==> config.mk <==
export PLATFORM = sky130hd
export DESIGN_NAME = layer_sequencer_flat
export DESIGN_NICKNAME = d
export VERILOG_FILES = /design/src/rtl/layer_sequencer_pkg.sv /design/src/rtl/layer_sequencer_if.sv /design/src/rtl/layer_sequencer_elem_mux.sv /design/src/rtl/layer_sequencer.sv /design/src/flat_wrapper.sv
export SDC_FILE = /design/constraint.sdc
export NUM_CORES = 1
export LEC_CHECK = 0
export ABC_AREA = 1
export BUFFER_PORTS_ARGS = -buffer_cell sky130_fd_sc_hd__buf_4
export CAP_MARGIN = 30
export CORE_ASPECT_RATIO = 0.8
export CORE_MARGIN = 2
export CORE_UTILIZATION = 38
export DETAILED_ROUTE_END_ITERATION = 6
export HOLD_SLACK_MARGIN = 0.05
export PLACE_DENSITY_LB_ADDON = 0.08
export SETUP_SLACK_MARGIN = 0.2
export SLEW_MARGIN = 20
export SYNTH_ARGS = -nofsm -noshare
export SYNTH_HDL_FRONTEND = slang
export SYNTH_SLANG_ARGS = --single-unit
==> constraint.sdc <==
create_clock -name clk -period 1.6 [get_ports clk]
set_input_delay 0.16 -clock clk [delete_from_list [all_inputs] [get_ports clk]]
set_output_delay 0.16 -clock clk [all_outputs]
set_load 0.01 [all_outputs]
==> src/rtl/layer_sequencer_pkg.sv <==
// Shared widths and bus payload types for the layer sequencer and its neuron layer.
package layer_sequencer_pkg;

   localparam int unsigned DATA_W = 8;
   localparam int unsigned IN_N   = 5;
   localparam int unsigned OUT_N  = 4;
   localparam int unsigned CNTR_W = 5;

   typedef logic [DATA_W-1:0]            data_t;
   typedef logic [CNTR_W-1:0]            cntr_t;
   typedef logic [IN_N-1:0][DATA_W-1:0]  in_vec_t;
   typedef logic [OUT_N-1:0][DATA_W-1:0] out_vec_t;

   // All-ones counter is out of weight range, so neurons add zero and hold
   localparam cntr_t CNTR_IDLE = '1;
   localparam cntr_t K_LAST    = CNTR_W'(IN_N - 1);

endpackage

==> src/rtl/layer_sequencer_if.sv <==
// Upstream, neuron broadcast and downstream signals of one layer sequencer.
interface layer_sequencer_if;
   import layer_sequencer_pkg::*;

   logic                      in_valid;
   logic                      in_ready;
   logic [DATA_W*IN_N-1:0]    in_vec;
   logic [CNTR_W-1:0]         cntr;
   logic                      en;
   logic [DATA_W-1:0]         d_in;
   logic [DATA_W*OUT_N-1:0]   n_out_bus;
   logic                      out_valid;
   logic                      out_ready;
   logic [DATA_W*OUT_N-1:0]   out_vec;
   logic                      busy;

   modport master (
      input  in_valid, in_vec, n_out_bus, out_ready,
      output in_ready, cntr, en, d_in, out_valid, out_vec, busy
   );

   modport slave (
      output in_valid, in_vec, n_out_bus, out_ready,
      input  in_ready, cntr, en, d_in, out_valid, out_vec, busy
   );
endinterface

==> src/rtl/layer_sequencer_elem_mux.sv <==
// Selects element i_sel of a latched input vector; out-of-range selects give zero.
module layer_sequencer_elem_mux
   import layer_sequencer_pkg::*;
(
   input  in_vec_t i_vec,
   input  cntr_t   i_sel,
   output data_t   o_elem_c
);

   always_comb begin
      o_elem_c = '0;
      for (int unsigned k = 0; k < IN_N; k++) begin
         if (i_sel == CNTR_W'(k)) o_elem_c = i_vec[k];
      end
   end

endmodule

==> src/rtl/layer_sequencer.sv <==
// Streams one input vector to a layer of neurons, then captures their outputs
// behind a valid/ready handshake on both sides.
module layer_sequencer
   import layer_sequencer_pkg::*;
(
   input logic              clk,
   input logic              rst_n,
   layer_sequencer_if.master bus
);

   localparam logic [1:0] ST_IDLE = 2'd0;
   localparam logic [1:0] ST_MAC  = 2'd1;
   localparam logic [1:0] ST_CAPT = 2'd2;
   localparam logic [1:0] ST_OUT  = 2'd3;

   logic [1:0] r_state;
   logic [1:0] w_state_nxt;
   cntr_t      r_k;
   in_vec_t    r_vec;
   out_vec_t   r_out_vec;
   logic       r_out_valid;
   logic       w_accept;
   logic       w_capture;
   logic       w_k_inc;
   logic       w_mac;
   data_t      w_elem;

   always_ff @(posedge clk or negedge rst_n) begin
      if (!rst_n) r_state <= ST_IDLE;
      else        r_state <= w_state_nxt;
   end

   always_comb begin
      w_state_nxt = r_state;
      w_accept    = 1'b0;
      w_capture   = 1'b0;
      w_k_inc     = 1'b0;
      case (r_state)
         ST_IDLE: begin
            if (bus.in_valid) begin
               w_accept    = 1'b1;
               w_state_nxt = ST_MAC;
            end
         end
         ST_MAC: begin
            if (r_k == K_LAST) w_state_nxt = ST_CAPT;
            else               w_k_inc     = 1'b1;
         end
         ST_CAPT: begin
            w_capture   = 1'b1;
            w_state_nxt = ST_OUT;
         end
         ST_OUT: begin
            // Retiring and accepting on the same edge keeps back-to-back throughput
            if (bus.out_ready) begin
               if (bus.in_valid) begin
                  w_accept    = 1'b1;
                  w_state_nxt = ST_MAC;
               end else begin
                  w_state_nxt = ST_IDLE;
               end
            end
         end
         default: w_state_nxt = ST_IDLE;
      endcase
   end

   always_ff @(posedge clk or negedge rst_n) begin
      if (!rst_n) begin
         r_k         <= '0;
         r_vec       <= '0;
         r_out_vec   <= '0;
         r_out_valid <= 1'b0;
      end else begin
         if (w_accept) begin
            r_vec <= bus.in_vec;
            r_k   <= '0;
         end else if (w_k_inc) begin
            r_k <= r_k + CNTR_W'(1);
         end
         if (w_capture) r_out_vec <= bus.n_out_bus;
         r_out_valid <= (w_state_nxt == ST_OUT);
      end
   end

   layer_sequencer_elem_mux u_elem_mux (
      .i_vec    (r_vec),
      .i_sel    (r_k),
      .o_elem_c (w_elem)
   );

   assign w_mac         = (r_state == ST_MAC);
   assign bus.cntr      = w_mac ? r_k : CNTR_IDLE;
   assign bus.en        = w_mac && (r_k == '0);
   assign bus.d_in      = w_mac ? w_elem : '0;
   assign bus.out_valid = r_out_valid;
   assign bus.out_vec   = r_out_vec;
   assign bus.busy      = w_mac || (r_state == ST_CAPT);
   // Gated by rst_n so nothing is offered upstream while reset is asserted
   assign bus.in_ready  = rst_n && ((r_state == ST_IDLE) ||
                                    ((r_state == ST_OUT) && bus.out_ready));

endmodule
==> src/flat_wrapper.sv <==
// flat-port wrapper written by rule: the top's interface ports become plain ports
module layer_sequencer_flat import layer_sequencer_pkg::*;
  (clk, rst_n, bus_in_valid, bus_in_vec, bus_n_out_bus, bus_out_ready, bus_in_ready, bus_cntr, bus_en, bus_d_in, bus_out_valid, bus_out_vec, bus_busy);
  layer_sequencer_if bus_i ();
  input logic clk;
  input logic rst_n;
  input wire logic [$bits(bus_i.in_valid)-1:0] bus_in_valid;
  input wire logic [$bits(bus_i.in_vec)-1:0] bus_in_vec;
  input wire logic [$bits(bus_i.n_out_bus)-1:0] bus_n_out_bus;
  input wire logic [$bits(bus_i.out_ready)-1:0] bus_out_ready;
  output wire logic [$bits(bus_i.in_ready)-1:0] bus_in_ready;
  output wire logic [$bits(bus_i.cntr)-1:0] bus_cntr;
  output wire logic [$bits(bus_i.en)-1:0] bus_en;
  output wire logic [$bits(bus_i.d_in)-1:0] bus_d_in;
  output wire logic [$bits(bus_i.out_valid)-1:0] bus_out_valid;
  output wire logic [$bits(bus_i.out_vec)-1:0] bus_out_vec;
  output wire logic [$bits(bus_i.busy)-1:0] bus_busy;
  assign bus_i.in_valid = bus_in_valid;
  assign bus_i.in_vec = bus_in_vec;
  assign bus_i.n_out_bus = bus_n_out_bus;
  assign bus_i.out_ready = bus_out_ready;
  assign bus_in_ready = bus_i.in_ready;
  assign bus_cntr = bus_i.cntr;
  assign bus_en = bus_i.en;
  assign bus_d_in = bus_i.d_in;
  assign bus_out_valid = bus_i.out_valid;
  assign bus_out_vec = bus_i.out_vec;
  assign bus_busy = bus_i.busy;
  layer_sequencer u_core (.clk(clk), .rst_n(rst_n), .bus(bus_i));
endmodule
==> impl_metrics.tcl <==
set metrics [dict create \
    cts-root-buf "clkbuf_16" \
    vias_per_cell 4.99 \
    hold_class "in2reg" \
    cts-buffers-inserted 9 \
    dr_wl_met2_um 6420 \
    diodes 0 \
    clockBufferDepth 2 \
    cts_tree "built" \
    crit_top_cell "nand2_1" \
    yosysMostFrequentCell "nand2_1" \
    die_h_um 94.4 \
    vias 4035 \
    status "complete, but fails checks" \
    register_area_um2 2000 \
    yosys.area.top_type "dfrtp_1" \
    final-setup-viol-count 69 \
    path_clk_slew_ns 0.06 \
    ioPinCount 125 \
    grt_pass1_vias 3898 \
    slowest_stage "dfrtp_1" \
    maxCapViolCount 0 \
    fin_crit_ns 2.06 \
    io_buffers 124 \
    maxSlewHeadroom_pct 71.2 \
    yosys_most_used_dff "dfrtp_1" \
    synth_fp_nets 511 \
    insertion_delay_ns 0.34 \
    rows 32 \
    grt_util_all_layers_pct 24.5 \
    cts_max_level 3 \
    antenna_found_initial 0 \
    ys_ff_latch 80 \
    powerDensity_nw_per_um2 2070 \
    drive_gt1_share_pct 54.4 \
    synth-seq-area-share_pct 51.6 \
    wl_met1_um 6350 \
    async_flop_share_pct 100 \
    grt_max_degree 81 \
    gp_congestion 0.797 \
    synth_edf_count 0 \
    ant_nets 0 \
    worstSetupStartpointType "flip-flop" \
    cp_max_fo 8 \
    wl_met3_um 770 \
    end_kind "output pin" \
    rsz0062_at_grt "true" \
    core_um2 9770 \
    slowest_delay_ns 0.40 \
    final_nets 753 \
    critPathKind "reg2out" \
    yosys_warnings 0 \
    initial_core_util_pct 39.7 \
    first_pass_iters 5 \
    syn_area_per_cell_um2 9.10 \
    drt_iter0_drc 271 \
    violations "negative setup slack" \
    synth_top_area_share_pct 51.6 \
    crit_arrival_ns 1.90 \
    fill_cells 652 \
    hold_viol_final 0 \
    worst_slew_pin_slew_ns 0.433 \
    synth_cell_type_count 27 \
    power_leakage_nw 3.64 \
    synth_area_leaders "dfrtp_1, nand2_1, mux2_2, o21ai_0, inv_1" \
    worstPathCellList "inv_2 > ha_4 > nand2_4 > buf_6 > nor2_8 > nand3_1 > nand2_1 > nand2_1 > a21oi_2 > buf_4" \
    hpwl_um 7210 \
    overflow 0 \
    peakVddDrop_mv 0.814 \
    fin_crit_sh_pct 129 \
    fin_util_pct 76.1 \
    setup_ws_ns -0.457 \
    top_layer "met4" \
    ys_top_cells_by_count "nand2_1, dfrtp_1, inv_1" \
    area_growth_pct 91.7 \
    remaining_drc_errors 0 \
    cts.sinks 80 \
    multi_input_area_um2 2240 \
    wl_per_cell_um 17.1 \
    die_area_um2 11000 \
    finalWirelength_um 13800 \
    drv_slew 0 \
    final-instance-count-excl-fill 809 \
    clock.fmax_mhz 486 \
    grt_pass1_wl_um 20300 \
    required_ns 1.44 \
    syn_inst 426 \
    place_inst 687 \
    die_x_um 117 \
    clock_skew_ns 0.00666 \
    synth_area_um2 3880 \
]
## cell usage in the layout, fill, tap and decap left out, types with 2 or more instances in the layout
cell           count
a21oi_1            3
a21oi_2           11
buf_12            13
buf_16            11
buf_4            146
buf_6             19
buf_8              2
clkbuf_16         10
clkinvlp_4         2
dfrtp_1           79
dlygate4sd3_1     58
ha_1               2
ha_4               7
inv_1             41
inv_2              6
inv_4              2
mux2_4            32
nand2_1           66
nand2_2           45
nand2_4           30
nand3_1           11
nand3_2            3
nand3_4            4
nand4_1            9
nor2_1             6
nor2_4             2
nor3_4             2
o21ai_0           22
o21ai_1            7
o21ai_2            9
## worst max-delay path, delay by kind of cell (launching register included)
kind / cells / cell delay (ns)
adder cells (fa/ha/maj): 1 / 0.16
AND/OR/NAND/NOR: 5 / 0.45
flip-flops: 1 / 0.40
buffers and inverters: 3 / 0.39
AO/OA/AOI/OAI: 1 / 0.14
## final timing paths
kind,from,end,slack [ns],depth (start not counted)
min,bus_n_out_bus[10],u_core.bus.out_vec[10]$_DFFE_PN0P_,0.06,2
max reg2reg,u_core.r_state[0]$_DFF_PN0_,u_core.r_vec[35]$_DFFE_PN0P_,-0.09,10
min reg2reg,u_core.r_vec[33]$_DFFE_PN0P_,u_core.r_vec[33]$_DFFE_PN0P_,0.48,2
max in group asynchronous,rst_n,u_core.r_vec[28]$_DFFE_PN0P_,0.84,3
max,u_core.r_k[1]$_DFFE_PN0P_,bus_d_in[3],-0.46,10
min in group asynchronous,rst_n,u_core.bus.out_vec[29]$_DFFE_PN0P_,0.42,3
## flip-flops by register name (all words and copies together) (netlist names)
signal	cells
u_core.r_vec	40
u_core.bus.out_vec	32
u_core.r_k	5
u_core.r_state	2
u_core.bus.out_valid	1
## kinds of logic after synthesis
family / after synthesis / share of synthesized area, %
and+or+nand+nor: 181 / 20.7
DFF: 80 / 51.6
buffers and inverters: 71 / 8.03
AOI/OAI and AO/OA: 53 / 7.42
muxes: 32 / 9.29
adders and majority gates: 9 / 2.90
## through the flow
stage	setup TNS, ns	power [mW]	instance area (um^2)	setup WS [ns]	hold WS, ns
6_report	-5.94	15.4	7440	-0.457	0.0574
3_3_place_gp	-0.461	9.26	5150	-0.0650	0.262
4_1_cts	-3.47	14.1	7010	-0.368	0.0503
3_5_place_dp	-0.583	9.36	5150	-0.0989	0.259
5_1_grt	-9.57	16.2	7440	-0.562	0.0504
2_1_floorplan	0	7.08	3980	0.158	-0.136
## routing by layer
metal,track usage (%),vias to the layer above
li1,-,1854
met1,35.9,1995
met2,37.0,158
met3,4.17,28
met4,7.55,0
met5,0,-
## report_power, final
group	leakage (nW)	total [mW]	switching [mW]	internal (mW)
combinational	2.53	9.51	4.46	5.04
sequential	0.971	3.85	0.821	3.03
clock	0.139	2.05	0.838	1.21
total	3.64	15.4	6.12	9.29
## timing repair
action | 4_1_cts | 5_1_grt
hold buffers | 54 | 4
resized for setup | 150 | 75
buffers inserted | 26 | 8
hold endpoints to repair | 133 | 4
endpoints found under the setup margin | 92 | 96
gates cloned | 12 | 2
pin swaps | 50 | 18
## final cells by class
class | count | area share (%)
Clock buffer | 10 | 3.08
Clock inverter | 6 | 0.909
Inverter | 50 | 2.76
Multi-Input combinational cell | 276 | 30.1
Sequential cell | 80 | 26.9
Tap cell | 136 | 2.29
Timing Repair Buffer | 250 | 33.7
Timing Repair inverter | 1 | 0.151
(Power assumes the default switching activity.)
